$ cat src/rtl/amstrad_io_replay.sv
// Replays queued Amstrad I/O register writes onto io_A/io_D/io_WR after winning the bus.
// Each entry is encoded at enqueue. A lost grant aborts the write, and the entry is retried in full.
module amstrad_io_replay #(
    parameter int WR_CYCLES  = 4,
    parameter int GAP_CYCLES = 2,
    parameter int FIFO_DEPTH = 4
) (
    input  logic        CLK,
    input  logic        reset,
    input  logic        req_valid,
    output logic        req_ready,
    input  logic [1:0]  req_type,
    input  logic [7:0]  req_data,
    input  logic [15:0] req_addr,
    output logic        bus_req,
    input  logic        bus_ack,
    output logic [15:0] io_A,
    output logic [7:0]  io_D,
    output logic        io_WR,
    output logic        busy,
    output logic        wr_done,
    output logic        req_err
);

    localparam int PW   = $clog2(FIFO_DEPTH);
    localparam int CNTW = PW + 1;
    localparam int CMAX = (WR_CYCLES > GAP_CYCLES) ? WR_CYCLES : GAP_CYCLES;
    localparam int CW   = (CMAX > 1) ? $clog2(CMAX) : 1;

    typedef enum logic [2:0] {
        S_IDLE,
        S_REQ,
        S_SETUP,
        S_WRITE,
        S_GAP,
        S_RELEASE
    } state_t;

    state_t            state_q, state_d;
    logic [CW-1:0]     cyc_q, cyc_d;
    logic [23:0]       mem_q [FIFO_DEPTH];
    logic [PW-1:0]     wptr_q, rptr_q;
    logic [CNTW-1:0]   cnt_q;
    logic [15:0]       io_a_q;
    logic [7:0]        io_d_q;
    logic              req_err_q;

    logic [23:0]       enc_d;
    logic              full, empty, accept, push, pop;
    logic              last_wr, last_gap, load_ad;

    assign full     = (cnt_q == CNTW'(FIFO_DEPTH));
    assign empty    = (cnt_q == '0);
    assign accept   = req_valid && req_ready;
    assign push     = accept && (req_type != 2'd3);
    assign last_wr  = (cyc_q == CW'(WR_CYCLES - 1));
    assign last_gap = (cyc_q == CW'(GAP_CYCLES - 1));
    // The head retires only on a write that finished with the grant still held.
    assign pop      = (state_q == S_WRITE) && bus_ack && last_wr;
    assign load_ad  = (state_d == S_SETUP) && (state_q != S_SETUP);

    always_comb begin
        enc_d = {req_addr, req_data};
        case (req_type)
            2'd0:    enc_d = {(req_data[6] ? 16'h7E00 : 16'h7F00), 2'b11, req_data[5:0]};
            2'd1:    enc_d = {16'hDF00, req_data};
            default: ;
        endcase
    end

    always_comb begin
        state_d = state_q;
        case (state_q)
            S_IDLE:    if (!empty) state_d = S_REQ;
            S_REQ:     if (bus_ack) state_d = S_SETUP;
            S_SETUP:   state_d = bus_ack ? S_WRITE : S_REQ;
            S_WRITE: begin
                if (!bus_ack)     state_d = S_REQ;
                else if (last_wr) state_d = S_GAP;
            end
            S_GAP:     if (last_gap) state_d = empty ? S_RELEASE : S_SETUP;
            S_RELEASE: state_d = S_IDLE;
            default:   state_d = S_IDLE;
        endcase
        cyc_d = (state_d != state_q) ? '0 : cyc_q + CW'(1);
    end

    always_ff @(posedge CLK) begin
        if (push) mem_q[wptr_q] <= enc_d;
    end

    always_ff @(posedge CLK) begin
        if (reset) begin
            state_q   <= S_IDLE;
            cyc_q     <= '0;
            wptr_q    <= '0;
            rptr_q    <= '0;
            cnt_q     <= '0;
            io_a_q    <= '0;
            io_d_q    <= '0;
            req_err_q <= 1'b0;
        end else begin
            state_q   <= state_d;
            cyc_q     <= cyc_d;
            req_err_q <= accept && (req_type == 2'd3);
            if (push) wptr_q <= wptr_q + PW'(1);
            if (pop)  rptr_q <= rptr_q + PW'(1);
            case ({push, pop})
                2'b10:   cnt_q <= cnt_q + CNTW'(1);
                2'b01:   cnt_q <= cnt_q - CNTW'(1);
                default: ;
            endcase
            if (load_ad) {io_a_q, io_d_q} <= mem_q[rptr_q];
        end
    end

    assign req_ready = !full;
    assign bus_req   = (state_q == S_REQ) || (state_q == S_SETUP) ||
                       (state_q == S_WRITE) || (state_q == S_GAP);
    assign io_WR     = (state_q == S_WRITE);
    assign io_A      = io_a_q;
    assign io_D      = io_d_q;
    assign busy      = (state_q != S_IDLE) || !empty;
    assign wr_done   = pop;
    assign req_err   = req_err_q;

endmodule

$ cat config.mk
export PLATFORM = sky130hd
export DESIGN_NAME = amstrad_io_replay
export DESIGN_NICKNAME = d
export VERILOG_FILES = /design/src/rtl/amstrad_io_replay.sv
export SDC_FILE = /design/constraint.sdc
export NUM_CORES = 1
export LEC_CHECK = 0
export ABC_AREA = 1
export BUFFER_PORTS_ARGS = -buffer_cell sky130_fd_sc_hd__buf_4
export CORE_AREA = 2 2 120 122
export CTS_BUF_LIST = sky130_fd_sc_hd__clkbuf_4 sky130_fd_sc_hd__clkbuf_8
export CTS_CLUSTER_DIAMETER = 30
export DETAILED_ROUTE_END_ITERATION = 10
export DIE_AREA = 0 0 122 124
export PLACE_DENSITY = 0.64
export SLEW_MARGIN = 20
export SYNTH_ARGS = -nofsm -noshare
export SYNTH_HDL_FRONTEND = slang
export SYNTH_SLANG_ARGS = --single-unit
$ cat constraint.sdc
create_clock -name CLK -period 2.6 [get_ports CLK]
set_input_delay 0.52 -clock CLK [delete_from_list [all_inputs] [get_ports CLK]]
set_output_delay 0.52 -clock CLK [all_outputs]
set_load 0.01 [all_outputs]
Word-level counts from Yosys, hierarchy flattened. Memories as Yosys holds them, arrays and structs flattened. A register that Yosys moved wholly into a read port is not among the register bits. Index checks and enable logic that the tools add are counted.

Mux-type cells: 13. Reduce and logical (&&, ||, !) cells: 18. $add $sub $neg: 5. Equal/unequal tests: 15.

Operators by type and width (number): 24-bit one-hot mux with 2 select lines (1); 3-bit 2-to-1 mux (6); 3-bit one-hot mux with 5 select lines (1); 3-bit by 2-bit == test with 1-bit output, second input constant (3); 9-bit 2-to-1 mux (1); 2-bit by 1-bit adder with 2-bit output, second input constant (3); 2-bit by 1-bit == test with 1-bit output, second input constant (3); 2-bit == test, second input constant (3); 3-bit == test, second input constant (2); 1-bit logical AND (6); 3-bit logical NOT (2); 3-bit one-hot mux with 2 select lines (1); 1-bit logical OR (4); 3-bit by 1-bit adder with 3-bit output, second input constant (1); 3-bit by 1-bit == test with 1-bit output, second input constant (1); 3-bit by 2-bit inequality test with 1-bit output, second input constant (1); 3-bit inequality test (1); 3-bit nonzero test (1); 3-bit by 1-bit subtractor with 3-bit output, second input constant (1); 1-bit logical NOT (2); 2-bit logical NOT (1); 1-bit 2-to-1 mux (2); 2-bit 2-to-1 mux (1); 2-bit inequality test, second input constant (1); 2 further kinds (2).

Bits in registers: 13. Memory bits (writable): 96. Word-level logic and storage cells: 58. Memories: 1. Input bits: 30.

Memories: mem_q (depth 4, width 24, read ports 1, clocked after Yosys merged registers in 1, write ports 1, line 41) `logic [23:0] mem_q [FIFO_DEPTH];`.

Logic depth before layout (Yosys ltp). Gate-level depths: netlist of the first run.

Word-level depth: 6. Mapped depth: 10. Mapped depth without buffers: 10.

Least setup slack after synthesis of the first run. Ideal clock, no wire load.

Kind: input-to-reg. Start point: in req_type[1]. End point: mem mem_q[0][0] (enable). Path slack: 0.322 ns. Path buffers: 0. Stages: 3. Required time: 2.195 ns. Arrival time: 1.873 ns. Path through: nand2_1 nand3_1 nor2_1.

Cells in the longest elaborated chain, start to end: 4.

RTL lines: from (decl) (line 12) `input logic [1:0] req_type,`; 2-bit inequality test (line 55) `assign push = accept && (req_type != 2'd3);`; 1-bit logical AND (line 55); 1-bit 2-to-1 mux (line 89) `if (push) mem_q[wptr_q] <= enc_d;`; 1-bit 2-to-1 mux (not written as such) (line 89); to (decl) (line 41).

No other way between the ends.

Worst setup path in the final report of the first run.
Start point: reg state_q[1]. End point: out bus_req.

Cells in the longest elaborated chain, start to end: 4. Elaborated cells between the ends (all ways): 7. Classes of those cells: eq/ne: 4; reduce/logical: 3.

RTL lines: from (decl) (line 39) `state_t state_q, state_d;`; from (signal assigned) (line 103) `state_q <= state_d;`; 3-bit by 1-bit == test with 1-bit output or 3-bit by 2-bit == test with 1-bit output (tied branches) (line 118) `assign bus_req = (state_q == S_REQ) || (state_q == S_SETUP) ||`; 1-bit logical OR (2 in a row) (line 118); 1-bit logical OR * (line 119) `(state_q == S_WRITE) || (state_q == S_GAP);`; to (decl) (line 15) `output logic bus_req,`.

Every way passes the cells marked *; elsewhere a longest branch is shown, timed or not.

==> results of run 1 <==
-- power by group through the flow --
stage | clock network [uW] | registers, uW | logic [uW]
floorplan | 0 | 2490 | 228
global placement | 0 | 2470 | 447
detailed placement | 0 | 2480 | 457
CTS | 1660 | 2430 | 458
global route | 1750 | 2440 | 506
finish | 1620 | 2430 | 452
-- sequential cells by signal, indices dropped and copies added (netlist names) --
signal   flops
mem_q       96
io_A        16
io_D         8
cnt_q        3
state_q      3
cyc_q        2
rptr_q       2
wptr_q       2
req_err      1
-- worst max-delay path by stage --
| stage | slack (ns) | cells past startpoint | end |
|---|---|---|---|
| 6_report | 0.38 | 4 | bus_req |
| 4_1_cts | 0.38 | 4 | bus_req |
| 2_1_floorplan | 0.32 | 3 | mem_q[0][0] |
| 3_5_place_dp | 0.37 | 10 | cnt_q[2] |
| 5_1_grt | 0.24 | 10 | cnt_q[2] |
| 3_3_place_gp | 0.45 | 10 | cnt_q[2] |
-- layer usage --
metal / track usage / up-vias
met1: 0.202 / 1796
li1: - / 1925
met5: 0 / -
met4: 0.0611 / 0
met3: 0.0440 / 2
met2: 0.294 / 97
-- worst reg2reg max path, stage by stage, from the launching register on --
cell and delay (ns):
dfxtp_1 0.37, ha_1 0.19, nand3_1 0.08, nor2_1 0.26
ha_1 0.20, inv_1 0.07, fa_1 0.38, a21oi_1 0.16
o21ai_0 0.13, o21ai_0 0.19, a21oi_1 0.06
-- area by class of cell --
type,instances,area (um^2),share of cell area
Inverter,32,120,0.0184
Clock inverter,13,124,0.0190
Timing Repair Buffer,78,623,0.0954
Sequential cell,133,3620,0.555
Tap cell,180,225,0.0345
Clock buffer,19,255,0.0391
Multi-Input combinational cell,340,1560,0.239
-- cell usage after synthesis --
cell / n / share of area
clkinv_1: 1 / 0.00069
edfxtp_1: 96 / 0.53
inv_2: 1 / 0.00069
nand2_2: 2 / 0.0023
a21oi_1: 13 / 0.012
nand2_1: 56 / 0.039
clkbuf_1: 13 / 0.0090
a21oi_4: 1 / 0.0030
nand4_1: 25 / 0.029
buf_6: 2 / 0.0042
a31oi_1: 1 / 0.0012
ha_1: 7 / 0.016
dfxtp_1: 37 / 0.14
nor3_1: 1 / 0.00092
inv_1: 30 / 0.021
buf_1: 5 / 0.0035
nand3_1: 5 / 0.0046
buf_4: 2 / 0.0028
buf_2: 3 / 0.0028
or2_2: 7 / 0.0081
nor2_1: 163 / 0.11
o21ai_0: 57 / 0.053
or2_0: 1 / 0.0012
fa_1: 1 / 0.0037
-- logic make-up after synthesis --
| group | after synthesis | synth area share |
|---|---|---|
| AND/OR/NAND/NOR | 260 | 0.198 |
| flip-flops | 133 | 0.669 |
| AO/OA/AOI/OAI | 72 | 0.0689 |
| buffers and inverters | 57 | 0.0444 |
| adder cells (fa/ha/maj) | 8 | 0.0199 |
-- through the flow --
stage          hold WS [ns]  worst slack (ns)  instance area (um^2)
2_1_floorplan         0.421             0.322                  5420
4_1_cts               0.252             0.375                  6530
6_report              0.289             0.380                  6530
3_3_place_gp          0.434             0.450                  6150
5_1_grt               0.253             0.242                  6530
3_5_place_dp          0.449             0.370                  6150
==> flow_summary.json, run 1 <==
{
  "outcome": "completed",
  "htree_num_levels": 4,
  "max_stage_delay_ns": 0.39,
  "max_freq_ghz": 0.450,
  "numCtsBuffers": 17,
  "fin_nets": 640,
  "hold_violations": 0,
  "dr_wl_met2_mm": 6.13,
  "grt_first_pass_wirelength_mm": 18.9,
  "place_congestion": 0.736,
  "cp-startpoint": "state_q[1]",
  "power_frac_comb": 0.100,
  "overflow": 0,
  "layout.cells.non_filler": 795,
  "p_seq_frac": 0.540,
  "num_io_pins": 60,
  "core_um2": 13700,
  "grt_util_all_layers": 0.169,
  "place_inst": 763,
  "cp_slowest_cell": "dfxtp_1",
  "cts_tree": "yes",
  "swShare": 0.250,
  "ys_seq_area_frac": 0.669,
  "vdd_drop_max_mv": 0.314,
  "clkPwrFrac": 0.360,
  "reg2regPathDepth": 10,
  "drt.antenna.violating_nets": 0,
  "cts.clk_slew.worst_paths_ns": 0.08,
  "syn_avg_cell_area_um2": 10.2,
  "wl_met3_um": 614,
  "place_hpwl_mm": 7.49,
  "hp-start": "req_data[0]",
  "dieArea_um2": 15100,
  "p_per_area_nw_per_um2": 689,
  "worstSetupPathType": "flop to output pin",
  "wl_per_cell_um": 14.8,
  "p_sw_uw": 1120,
  "timing.rr.end": "cnt_q[2]",
  "rows": 43,
  "drt_iter0_markers": 267,
  "cpLargestDelayFamily": "buffers and inverters",
  "worst_pin_slew_ns": 0.549,
  "setup_violations": 0,
  "max-slew-margin-rel": 0.634,
  "drive_gt1_frac": 0.203,
  "drt_wl_total_mm": 11.8,
  "synth-seq-cells": 133,
  "syn_nets": 568,
  "power_leakage_uw": 0.00251,
  "postCtsSetupBuffers": 0,
  "grt_max_degree": 34,
  "path_cells": "inv_2 > nand2_1 > o21ai_0 > buf_4",
  "route.detailed.drc": 0,
  "cp_num_buf_inv": 2,
  "portBuffers": 59,
  "num_vias": 3820,
  "cts_resized": 0,
  "drt-met1-wl_mm": 4.98,
  "start_kind": "flop",
  "total_power_uw": 4500,
  "hold_path_class": "input pin to flop",
  "first_pass_iters": 5,
  "syn_to_final_growth_pct": 20.6,
  "intPower_uw": 3380,
  "setup_tns_ns": 0,
  "viasPerCell": 4.81,
  "r2r_slack_ns": 0.41,
  "final_common_cell": "nor2_1",
  "cts.sinks": 133,
  "drv_slew": 0,
  "antenna_found_initial": 0,
  "r2r_start": "cyc_q[0]",
  "ys_types": 24,
  "hold_buffers": 0,
  "grt_pass1_vias": 3756,
  "arrival_ns": 1.70,
  "die_x_um": 122,
  "dr.max_layer_used": "met4",
  "worst_ep_required_time_ns": 2.08,
  "yosys_warnings": 0,
  "cap_violations": 0,
  "whs_path_depth": 1,
  "endpoint_kind": "output pin",
  "path_max_fanout": 14,
  "cts-root-buf": "clkbuf_8",
  "synth_cells": 530,
  "fin_crit_sh": 0.854,
  "cts_buffer_depth": 2,
  "hold_end": "mem_q[3][0]",
  "final.fill_count": 1256,
  "period_needed_ns": 2.22,
  "clk_latency_ns": 0.43,
  "die_y_um": 124,
  "clock_skew_ns": 0.0103,
  "grt_setup_unrepaired": "no",
  "diodes": 0,
  "layout_common_cells": "nor2_1, edfxtp_1, buf_4",
  "start_util": 0.395,
  "fin_util": 0.476,
  "synth.cell_area_um2": 5420
}
Power figures use the tool's default switching activity.
==> inputs of run 2 (changes only) <==
Settings changed: CTS_BUF_LIST sky130_fd_sc_hd__clkbuf_4 sky130_fd_sc_hd__clkbuf_8 to sky130_fd_sc_hd__clkbuf_8, PLACE_DENSITY 0.64 to 0.66.
Clock period 2.6 ns to 2 ns, I/O delays scaled along.
==> flow_summary.json, run 2 (synthesized netlist as in run 1, its figures left out) <==
{
  "outcome": "completed",
  "num_io_pins": 60,
  "antenna_found_initial": 0,
  "worst_pin_slew_ns": 0.540,
  "wl_per_cell_um": 15.1,
  "setup_violations": 0,
  "path_max_fanout": 3,
  "place_inst": 765,
  "largest_register_ffs": 96,
  "max-slew-margin-rel": 0.636,
  "p_per_area_nw_per_um2": 953,
  "first_pass_iters": 4,
  "core_um2": 13700,
  "grt_first_pass_wirelength_mm": 18.9,
  "place_congestion": 0.745,
  "clock_skew_ns": 0.00623,
  "rows": 43,
  "drv_slew": 0,
  "layout.cells.non_filler": 798,
  "cts-root-buf": "clkbuf_8",
  "grt_util_all_layers": 0.168,
  "cap_violations": 0,
  "num_vias": 3897,
  "worst_ep_required_time_ns": 2.32,
  "max_freq_ghz": 0.529,
  "cts.sinks": 133,
  "final_common_cell": "nor2_1",
  "drt.antenna.violating_nets": 0,
  "place_hpwl_mm": 7.33,
  "fin_crit_sh": 0.946,
  "worstSetupPathType": "flop to flop",
  "drt_wl_total_mm": 12.1,
  "clk_latency_ns": 0.43,
  "cts_buffer_depth": 2,
  "dieArea_um2": 15100,
  "period_needed_ns": 1.89,
  "grt_pass1_vias": 3918,
  "viasPerCell": 4.88,
  "cts_tree": "yes",
  "hold_path_class": "input pin to flop",
  "htree_num_levels": 4,
  "hold_violations": 0,
  "fin_nets": 643,
  "start_kind": "flop",
  "layout_common_cells": "nor2_1, edfxtp_1, buf_4",
  "drt_iter0_markers": 186,
  "portBuffers": 59,
  "syn_to_final_growth_pct": 24.4,
  "regMostFlops": "mem_q",
  "die_y_um": 124,
  "start_util": 0.395,
  "overflow": 0,
  "total_power_uw": 6420,
  "route.detailed.drc": 0,
  "diodes": 0,
  "vdd_drop_max_mv": 0.399,
  "arrival_ns": 2.21,
  "drive_gt1_frac": 0.222,
  "power_leakage_uw": 0.00260,
  "endpoint_kind": "flop",
  "numCtsBuffers": 17,
  "die_x_um": 122,
  "fin_util": 0.491,
  "cts.clk_slew.worst_paths_ns": 0.08,
  "grt_max_degree": 32
}
-- run 2: per-stage QoR --
stage               TNS (ns)  cell area [um^2]  hold WS, ns  setup slack (ns)
finish                     0              6730        0.167             0.108
global route         -0.0134              6730        0.138           -0.0134
CTS                        0              6690        0.134           0.00582
detailed placement   -0.0471              6210        0.446           -0.0471
global placement           0              6210        0.434            0.0626
floorplan             -19.94              5420        0.421            -0.208
-- run 2: final timing paths --
kind,cells after the start,slack (ns),startpoint,to
max,10,0.11,cyc_q[0],cnt_q[2]
min,1,0.17,req_data[5],mem_q[1][5]
max reg2reg,10,0.11,cyc_q[0],cnt_q[2]
min reg2reg,1,0.44,cyc_q[0],cyc_q[0]
-- run 2: what timing repair did --
action,4_1_cts,5_1_grt
endpoints found under the hold margin,0,0
endpoints found under the setup margin,1,1
buffers inserted,0,1
hold buffers,0,0
resized for setup,2,14
pin swaps,0,5
-- run 2: cell type report --
| cell class | instances | area, um^2 |
|---|---|---|
| fillers | 1233 | 6990 |
| flip-flops and latches | 133 | 3630 |
| multi-input cells | 340 | 1590 |
| repair buffers | 81 | 683 |
| clock buffers | 18 | 248 |
| clock inverters | 14 | 233 |
| well taps | 180 | 225 |
| inverters | 32 | 123 |
-- run 2: per-layer routing --
metal / part of all wire / wire length [um] / track usage / vias up
li1: - / - / - / 1930
met1: 0.41 / 4980 / 0.194 / 1824
met2: 0.51 / 6140 / 0.292 / 119
met3: 0.051 / 616 / 0.0389 / 24
met4: 0.028 / 338 / 0.0912 / 0
met5: 0 / 0 / 0 / -
-- run 2: worst max-delay path: stages, from the launching register on --
cell,delay (ns)
dfxtp_4,0.37
ha_4,0.14
nand3_2,0.07
nor2_2,0.15
ha_2,0.21
inv_4,0.05
fa_2,0.38
a21oi_2,0.16
o21ai_2,0.08
o21ai_1,0.13
a21oi_1,0.05
-- run 2: power breakdown --
group | internal, uW | switching [uW] | leakage [uW] | total, uW
logic | 257 | 351 | 0.00118 | 608
registers | 3110 | 59.0 | 0.00118 | 3170
clock network | 1640 | 1010 | 0.000238 | 2640
total | 5000 | 1410 | 0.00260 | 6420
==> inputs of run 3 (changes only) <==
Settings changed: PLACE_DENSITY 0.66 to unset, PLACE_DENSITY_LB_ADDON set to 0.25.
==> flow_summary.json, run 3 (synthesized netlist as in run 1, its figures left out) <==
{
  "outcome": "completed",
  "place_hpwl_mm": 7.33,
  "first_pass_iters": 4,
  "clock_skew_ns": 0.0120,
  "place_congestion": 0.779,
  "grt_util_all_layers": 0.165,
  "worst_ep_required_time_ns": 1.60,
  "overflow": 0,
  "die_x_um": 122,
  "numCtsBuffers": 17,
  "start_util": 0.395,
  "cap_violations": 0,
  "regMostFlops": "mem_q",
  "hold_violations": 0,
  "worst_pin_slew_ns": 0.462,
  "grt_pass1_vias": 3874,
  "grt_first_pass_wirelength_mm": 18.8,
  "antenna_found_initial": 0,
  "grt_max_degree": 26,
  "wl_per_cell_um": 14.7,
  "power_leakage_uw": 0.00256,
  "max_stage_delay_ns": 0.36,
  "drt_wl_total_mm": 11.8,
  "max_freq_ghz": 0.524,
  "cp_slowest_cell": "dfxtp_2",
  "cts_tree": "yes",
  "fin_crit_sh": 0.955,
  "path_cells": "ha_4 > nand3_1 > nor2_2 > buf_4 > buf_4 > buf_4",
  "hold_path_class": "input pin to flop",
  "layout_common_cells": "nor2_1, edfxtp_1, buf_4",
  "max-slew-margin-rel": 0.689,
  "rows": 43,
  "cts.clk_slew.worst_paths_ns": 0.08,
  "route.detailed.drc": 0,
  "drt_iter0_markers": 210,
  "syn_to_final_growth_pct": 22.5,
  "clk_latency_ns": 0.43,
  "cts-root-buf": "clkbuf_8",
  "drive_gt1_frac": 0.216,
  "drt.antenna.violating_nets": 0,
  "cp_num_buf_inv": 3,
  "worstSetupPathType": "flop to output pin",
  "setup_violations": 0,
  "largest_register_ffs": 96,
  "period_needed_ns": 1.91,
  "dieArea_um2": 15100,
  "die_y_um": 124,
  "drv_slew": 0,
  "fin_util": 0.483,
  "fin_nets": 645,
  "start_kind": "flop",
  "p_per_area_nw_per_um2": 896,
  "arrival_ns": 1.51,
  "place_inst": 766,
  "num_vias": 3895,
  "endpoint_kind": "output pin",
  "layout.cells.non_filler": 800,
  "portBuffers": 59,
  "viasPerCell": 4.87,
  "cts.sinks": 133,
  "r2r_slack_ns": 0.13,
  "htree_num_levels": 4,
  "cts_buffer_depth": 2,
  "cpLargestDelayFamily": "flip-flops",
  "diodes": 0,
  "final_common_cell": "nor2_1",
  "cp_common_cell": "buf_4",
  "num_io_pins": 60,
  "path_max_fanout": 3,
  "total_power_uw": 5940,
  "core_um2": 13700,
  "vdd_drop_max_mv": 0.347,
  "whs_ns": 0.173
}
## run 3: worst paths after layout
check	startpoint	endpoint	depth (start not counted)
setup / recovery	cyc_q[0]	wr_done	6
hold / removal	req_data[3]	mem_q[0][3]	1
setup reg to reg	cyc_q[0]	cnt_q[2]	10
hold reg to reg	cyc_q[0]	cyc_q[0]	1
## run 3: per-layer routing
metal / up-vias / track usage / part of all wire
met5: - / 0 / 0
met4: 0 / 0.0661 / 0.014
met3: 16 / 0.0453 / 0.056
met2: 95 / 0.282 / 0.50
met1: 1841 / 0.199 / 0.43
li1: 1943 / - / -
## run 3: final cells by class
| class | count | area (um^2) |
|---|---|---|
| multi-input combinational | 340 | 1580 |
| clock buffer | 19 | 262 |
| inverter | 32 | 120 |
| tap | 180 | 225 |
| clock inverter | 13 | 134 |
| timing repair buffer | 83 | 686 |
| sequential | 133 | 3630 |
| fill | 1286 | 7090 |
## run 3: worst reg2reg max path, cell delays in order, from the launching register on
cell     delay, ns
dfxtp_2       0.36
ha_4          0.13
nand3_1       0.08
nor2_2        0.17
ha_1          0.16
inv_1         0.08
fa_1          0.40
a21oi_2       0.12
o21ai_1       0.08
o21ai_1       0.12
a21oi_1       0.05
## run 3: where the power goes
part | total [uW] | switching [uW] | internal, uW
registers | 3160 | 55.5 | 3110
logic | 604 | 346 | 258
clock network | 2180 | 1010 | 1170
total | 5940 | 1410 | 4530
## run 3: repair_timing
action / CTS / global route
buffers inserted: 0 / 2
hold buffers: 0 / 0
resized for setup: 0 / 9
endpoints found under the setup margin: 0 / 3
hold endpoints to repair: 0 / 0
## run 3: through the flow
step | TNS (ns) | setup slack, ns | cell area [um^2]
after floorplan | -19.94 | -0.208 | 5420
after global placement | 0 | 0.0657 | 6200
after detailed placement | 0 | 0.0331 | 6200
after CTS | 0 | 0.0191 | 6600
after global routing | -0.0133 | -0.0133 | 6630
final | 0 | 0.0907 | 6630
